## src/rtl/four_bit_adder_gate_lvl.sv

```systemverilog
// four_bit_adder_gate_lvl
// 4-bit unsigned ripple-carry adder built from xor/and/or gate primitives,
// with a registered sum and carry-out (one cycle of latency, one op per cycle).
// Optional feature macro: FOUR_BIT_ADDER_OVF_EN adds the registered signed-overflow
// output ovf (carry into MSB xor carry out of MSB). Without it the port list is
// exactly clk, rst, A, B, sum, cout.
// Reset is synchronous and active-high; it takes priority over the captured sum.
module four_bit_adder_gate_lvl (
    input  logic       clk,
    input  logic       rst,
    input  logic [3:0] A,
    input  logic [3:0] B,
`ifdef FOUR_BIT_ADDER_OVF_EN
    output logic       ovf,
`endif
    output logic [3:0] sum,
    output logic       cout
);

    // Ripple carry chain: carry_s[i] is the carry into bit i, carry_s[4] is the carry out.
    logic [4:0] carry_s;
    logic [3:0] sum_s;
    logic [3:0] half_s;   // a ^ b per cell
    logic [3:0] gen_s;    // a & b per cell
    logic [3:0] prop_s;   // ci & (a ^ b) per cell

    logic [3:0] sum_r;
    logic       cout_r;

    assign carry_s[0] = 1'b0;

    // Four full-adder cells, each from gate primitives only:
    //   s  = a ^ b ^ ci
    //   co = (a & b) | (ci & (a ^ b))
    for (genvar i = 0; i < 4; i++) begin : g_fa
        xor u_x1 (half_s[i], A[i], B[i]);
        xor u_x2 (sum_s[i], half_s[i], carry_s[i]);
        and u_a1 (gen_s[i], A[i], B[i]);
        and u_a2 (prop_s[i], carry_s[i], half_s[i]);
        or  u_o1 (carry_s[i+1], gen_s[i], prop_s[i]);
    end

    // Output register for sum and carry-out; reset clears both.
    always_ff @(posedge clk) begin
        if (rst) begin
            sum_r  <= 4'b0000;
            cout_r <= 1'b0;
        end else begin
            sum_r  <= sum_s;
            cout_r <= carry_s[4];
        end
    end

    assign sum  = sum_r;
    assign cout = cout_r;

`ifdef FOUR_BIT_ADDER_OVF_EN
    // Two's-complement overflow: carry into the MSB differs from carry out of it.
    logic ovf_s;
    logic ovf_r;

    xor u_ovf (ovf_s, carry_s[3], carry_s[4]);

    // Overflow flag register, same latency and reset behaviour as the sum.
    always_ff @(posedge clk) begin
        if (rst) begin
            ovf_r <= 1'b0;
        end else begin
            ovf_r <= ovf_s;
        end
    end

    assign ovf = ovf_r;
`endif

endmodule

```

## config.mk

```make
export PLATFORM = sky130hd
export DESIGN_NAME = four_bit_adder_gate_lvl
export DESIGN_NICKNAME = d
export VERILOG_FILES = /design/src/rtl/four_bit_adder_gate_lvl.sv
export SDC_FILE = /design/constraint.sdc
export NUM_CORES = 1
export LEC_CHECK = 0
export BUFFER_PORTS_ARGS = -buffer_cell sky130_fd_sc_hd__buf_2
export CAP_MARGIN = 20
export CORE_AREA = 2 2 39 41
export DETAILED_ROUTE_END_ITERATION = 16
export DIE_AREA = 0 0 41 43
export GPL_ROUTABILITY_DRIVEN = 1
export SYNTH_ARGS = -nofsm -noshare
export SYNTH_HDL_FRONTEND = slang
export SYNTH_SLANG_ARGS = --single-unit
```

## constraint.sdc

```tcl
create_clock -name clk -period 2.5 [get_ports clk]
set_clock_uncertainty 0.15 [all_clocks]
set_input_delay 0.375 -clock clk [delete_from_list [all_inputs] [get_ports clk]]
set_output_delay 0.375 -clock clk [all_outputs]
set_load 0.01 [all_outputs]
```

# Word-level counts from Yosys, hierarchy flattened
# Index checks and enable logic that the tools add are counted.
word_totals:
  register_bits: 5
  input_bits: 10
  output_inout_bits: 5
  elab_cells: 19
classes:
  bitwise: 17
op_table:
  columns: ["operator", "count"]
  rows:
  - ["bitwise AND 1 bit", 7]
  - ["XOR 1 bit", 7]
  - ["bitwise OR 1 bit", 3]

# Logic depth before layout (Yosys ltp)
# Gate-level depths: netlist of the first run.
depth:
  depth_word: 7
  mapped_depth: 6
  mapped_depth_nobuf: 6

# Worst setup path after synthesis of the first run
# No wires, ideal clock.
synth_path:
  path_kind: "in2reg"
  startpoint: "in A[0]"
  endpoint: "reg sum_r[3] (netlist: sum[3])"
  arrival_ns: 1.837
  setup_slack_ns: 0.449
  path_stages: 6
  path_cell_list: "ha_1 -> fa_1 -> fa_1 -> inv_1 -> fa_1 -> nor2_1"
synth_via:
  elab_chain_len: 6
synth_lines:
  columns: ["item", "line_no", "source"]
  rows:
  - ["start: declaration", "11", "input logic [3:0] A,"]
  - ["bitwise AND 1 bit", "38", "and u_a1 (gen_s[i], A[i], B[i]);"]
  - ["bitwise AND 1 bit", "39", "and u_a2 (prop_s[i], carry_s[i], half_s[i]);"]
  - ["bitwise OR 1 bit", "40", "or u_o1 (carry_s[i+1], gen_s[i], prop_s[i]);"]
  - ["bitwise AND 1 bit", "39", null]
  - ["bitwise OR 1 bit", "40", null]
  - ["XOR 1 bit", "37", "xor u_x2 (sum_s[i], half_s[i], carry_s[i]);"]
  - ["end signal: assignment", "49", "sum_r <= sum_s;"]
  - ["end: declaration", "27", "logic [3:0] sum_r;"]
# Every way passes these cells.
# A chain may end at the register's enable or synchronous reset.

# Final worst setup path of the first run
# Same ends and word-level chain as after synthesis.

==> impl_metrics.yaml, run 1 <==
power_and_ir_drop:
  p_per_area_nw_per_um2: 659
  p_leak_nw: 0.172
  power_w: 0.000215
  peakVddDrop_mv: 0.0859
setup_path:
  crit_fanout: 1
  critical_path_class: "input port to flop"
  critPathLaunch: "A[0]"
  cp_slowest_cell: "fa_1"
  worstSetupEndpointType: "flop"
  cpMostUsedCell: "fa_1"
  crit_family: "adder cells"
  crit_chain: "buf_2 > ha_1 > fa_1 > fa_1 > inv_1 > fa_1 > nor2_1"
  critPathArrivalTime_ns: 2.01
  cp.buffers_inverters: 2
  cp_slowest_stage_delay_ns: 0.40
  start_kind: "input port"
  required_ns: 2.53
floorplan:
  dieArea_um2: 1760
  ios: 15
  core_area_um2: 1380
  die_w_um: 41
  num_rows: 14
  initial_core_util_pct: 15.2
  die-height_um: 43
yosys:
  netlist_area_um2: 210
  syn_area_per_cell_um2: 12.4
  synth.distinct_cells: 6
  syn_inst: 17
  synth_seq_cells: 5
  syn_nets: 31
  ys_seq_area_share_pct: 47.6
  yosys_warnings: 0
sta:
  setup_ws_ns: 0.516
  final-setup-viol-count: 0
  fin_setup_tns_ns: 0
  slew_violations: 0
  rsz0062_at_grt: "false"
  relSlewSlack_pct: 93.8
  clock.fmax_ghz: 0.504
  worst_pin_slew_ns: 0.0922
  hold_viol: 0
  post-route-min-period_ns: 1.98
  timing.final.crit_share_pct: 79.4
finish:
  drive_gt1_share_pct: 48.6
  syn_to_final_growth_pct: 55.4
  final_core_util_pct: 23.6
  nets: 50
  diodes: 0
worst_hold_path:
  min_path_type: "input port to flop"
  min_to: "cout"
  min_from: "rst"
  holdPathStages: 2
global_routing:
  grtUsageTotal_pct: 5.25
  grt_max_degree: 6
  grt_antenna_before_repair: 0
  grt_pass1_vias: 167
  grt_pass1_wl_um: 503
  overflow: 0
detailed_routing:
  drt-total-wl_um: 377
  dr.pass1.iters: 1
  drt-initial-drc-count: 0
  antenna_left: 0
  vias: 164
  wl_per_cell_um: 7.39
  drt-vias-per-instance: 3.22
  drc_errors: 0
clocking:
  cts.path.max_buffers: 2
  ctsResizeCount: 0
  cts_buffers: 3
  postCtsSetupBuffers: 0
  cts_tree: "done"
  clock_sinks: 5
  holdBufCountCts: 0
  clock-root-buffer: "clkbuf_4"
  htree_levels: 1
  clkTransAtPathRegs_ns: 0.04
placed_design:
  place_ws_ns: 0.258
  routabilityCongestion: 0.644
  place.port_buffers: 14
status:
  status: "finished, final reports clean"
job:
  drv_cap: 0
-- cell type report --
type / instances / area (um^2)
inverter: 3 / 11.3
multi-input combinational: 9 / 98.8
sequential: 5 / 100
timing repair buffer: 14 / 70.1
tap: 16 / 20.0
clock buffer: 4 / 26.3
fill: 160 / 1060
-- sequential cells by signal, indices dropped and copies added, names as in the netlist --
register	flops
cout	1
sum	4
-- layer usage --
metal  part of all wire, %  up-vias  GRT usage [%]
met1                    29       72           1.97
li1                      -       84              -
met3                    11        0          0.524
met2                    59        8           8.44
met4                     0        0           12.0
met5                     0        -              0
-- where the power goes --
| group | internal (W) | total [W] | switching [W] | leakage [nW] |
|---|---|---|---|---|
| Clock | 0.0000601 | 0.0000896 | 0.0000295 | 0.0150 |
| Sequential | 0.0000883 | 0.0000897 | 0.00000146 | 0.0417 |
| Combinational | 0.0000188 | 0.0000360 | 0.0000172 | 0.116 |
| Total | 0.000167 | 0.000215 | 0.0000481 | 0.172 |
-- layout by cell type, fill, tap and decap left out --
cell type	count
clkbuf_1	1
dfxtp_1	5
buf_2	14
fa_1	3
ha_1	1
nor2_1	2
nor2b_1	3
clkbuf_4	3
inv_1	3
-- cells in the mapped netlist --
cell,instances,share of area [%]
dfxtp_1,5,48
fa_1,3,29
ha_1,1,6.0
inv_1,3,5.4
nor2_1,2,3.6
nor2b_1,3,8.9
-- metrics by stage --
step / instance area, um^2 / hold WS, ns / std cells
finish: 327 / 0.194 / 51
detailed placement: 300 / 0.444 / 47
CTS: 327 / 0.189 / 51
global route: 327 / 0.203 / 51
global placement: 300 / 0.441 / 47
floorplan: 210 / 0.292 / 17
-- how the worst max path moves through the flow --
stage	endpoint	cells after the start
final	sum[3]	7
after global routing	sum[3]	7
after CTS	sum[3]	7
after detailed placement	sum[3]	7
after global placement	sum[3]	7
after floorplan	sum[3]	6
-- kinds of logic after synthesis --
logic type	after synthesis	synth area share, %
adder cells (fa/ha/maj)	4	34.5
buffers and inverters	3	5.36
flip-flops	5	47.6
AND/OR/NAND/NOR	5	12.5
(Power assumes the default switching activity.)
==> run 2: changes to the inputs <==
==> constraint.sdc (replaced) <==
create_clock -name clk -period 1.8 [get_ports clk]
set_clock_uncertainty 0.15 [all_clocks]
set_input_delay 0.27 -clock clk [delete_from_list [all_inputs] [get_ports clk]]
set_output_delay 0.27 -clock clk [all_outputs]
set_load 0.01 [all_outputs]
==> run 2 against run 1 <==
Compared with the run above:
- sequential cell count stayed put
- die area did not move
- via count rose by 3.7%
- worst setup slack lost 0.47 ns
- non-clock buffer count unchanged
==> impl_metrics.yaml, run 2 (same netlist as run 1, synthesis figures left out) <==
status:
  status: "finished, final reports clean"
detailed_routing:
  dr.pass1.iters: 1
  vias: 170
  drt-initial-drc-count: 0
  antenna_left: 0
  wl_met1_um: 177
  routed-wl-met2_um: 117
  drt-vias-per-instance: 3.33
  met3WireLength_um: 84
  drc_errors: 0
  drt-total-wl_um: 379
  top_layer: "met3"
  wl_per_cell_um: 7.43
global_routing:
  grt_pass1_vias: 170
  overflow: 0
  grt_pass1_wl_um: 593
  grtUsageTotal_pct: 5.44
  grt_max_degree: 6
  grt_antenna_before_repair: 0
clocking:
  cts_tree: "done"
  clkTransAtPathRegs_ns: 0.04
  ctsResizeCount: 0
  clock_sinks: 5
  postCtsSetupBuffers: 0
  clock-root-buffer: "clkbuf_4"
  cts_buffers: 3
  htree_levels: 1
  holdBufCountCts: 0
  cts.path.max_buffers: 2
setup_path:
  cp_slowest_stage_delay_ns: 0.40
  critical_path_class: "input port to flop"
  required_ns: 1.82
  cp_slowest_cell: "fa_1"
  crit_fanout: 1
  critPathArrivalTime_ns: 1.77
  crit_chain: "buf_2 > ha_4 > fa_2 > fa_2 > inv_2 > fa_1 > nor2_1"
  start_kind: "input port"
  cpMostUsedCell: "fa_2"
  worstSetupEndpointType: "flop"
power_and_ir_drop:
  p_comb_share_pct: 17.9
  peakVddDrop_mv: 0.204
  swShare_pct: 22.4
  power_frac_seq_pct: 41.4
  p_per_area_nw_per_um2: 875
  power_w: 0.000301
  p_int_w: 0.000234
  switchingPower_w: 0.0000676
  p_leak_nw: 0.169
  power_frac_clock_pct: 40.7
finish:
  final_core_util_pct: 24.9
  diodes: 0
  nets: 50
  syn_to_final_growth_pct: 63.7
  n_fill_cell: 144
  layout_commonest_cell: "buf_2"
  drive_gt1_share_pct: 60.0
  layoutNonFillerInstCount: 51
  final_cell_mix: "buf_2 (14), dfxtp_1 (5), nor2b_1 (3), clkbuf_4 (3)"
  largest_register_ffs: 4
floorplan:
  ios: 15
  num_rows: 14
  initial_core_util_pct: 15.2
  core_area_um2: 1380
  die_w_um: 41
  dieArea_um2: 1760
  die-height_um: 43
sta:
  hold_viol: 0
  post-route-min-period_ns: 1.75
  rsz0062_at_grt: "false"
  worst_pin_slew_ns: 0.0940
  slew_violations: 0
  hold_slack_ns: 0.106
  relSlewSlack_pct: 93.7
  final-setup-viol-count: 0
  clock.fmax_ghz: 0.571
  timing.final.crit_share_pct: 97.3
  fin_setup_tns_ns: 0
placed_design:
  dp.cells: 47
  routabilityCongestion: 0.609
  place.port_buffers: 14
worst_hold_path:
  holdPathStages: 2
  min_to: "cout"
  min_path_type: "input port to flop"
  min_from: "rst"
job:
  drv_cap: 0
## run 2: how the worst max path moves through the flow
stage | from | slack [ns] | depth (start not counted) | end
after floorplan | A[0] | -0.07 | 6 | sum[3]
after global placement | A[0] | -0.23 | 7 | sum[3]
after detailed placement | A[0] | -0.23 | 7 | sum[3]
after CTS | A[0] | 0.02 | 7 | sum[3]
after global routing | A[0] | 0.004 | 7 | sum[3]
final | A[0] | 0.05 | 7 | sum[3]
## run 2: per-stage QoR
step	setup slack, ns	area (um^2)
3_5_place_dp	-0.230	318
6_report	0.0491	344
3_3_place_gp	-0.227	318
2_1_floorplan	-0.0665	228
5_1_grt	0.00353	344
4_1_cts	0.0175	344
## run 2: routing by layer
| layer | global-route usage (%) | up-vias |
|---|---|---|
| li1 | - | 84 |
| met1 | 6.51 | 71 |
| met2 | 5.94 | 15 |
| met3 | 4.71 | 0 |
| met4 | 4.00 | 0 |
| met5 | 0 | - |
## run 2: area by class of cell
cell class / count / area [um^2] / share of cell area (%)
tap: 16 / 20.0 / 5.82
inverter: 3 / 11.3 / 3.27
multi-input combinational: 9 / 116 / 33.8
clock buffer: 4 / 26.3 / 7.64
timing repair buffer: 14 / 70.1 / 20.4
sequential: 5 / 100 / 29.1
## run 2: power groups by stage
stage	logic [W]	registers (W)	clock network (W)
floorplan	0.0000208	0.000133	0
global placement	0.0000553	0.000127	0
detailed placement	0.0000556	0.000127	0
CTS	0.0000562	0.000125	0.000130
global route	0.0000623	0.000126	0.000138
finish	0.0000539	0.000125	0.000122
## run 2: critical path: cells and delay by family
family                     cells  cell delay [ns]
and+or+nand+nor                1             0.08
buffers and inverters          2             0.17
adders and majority gates      4             1.24
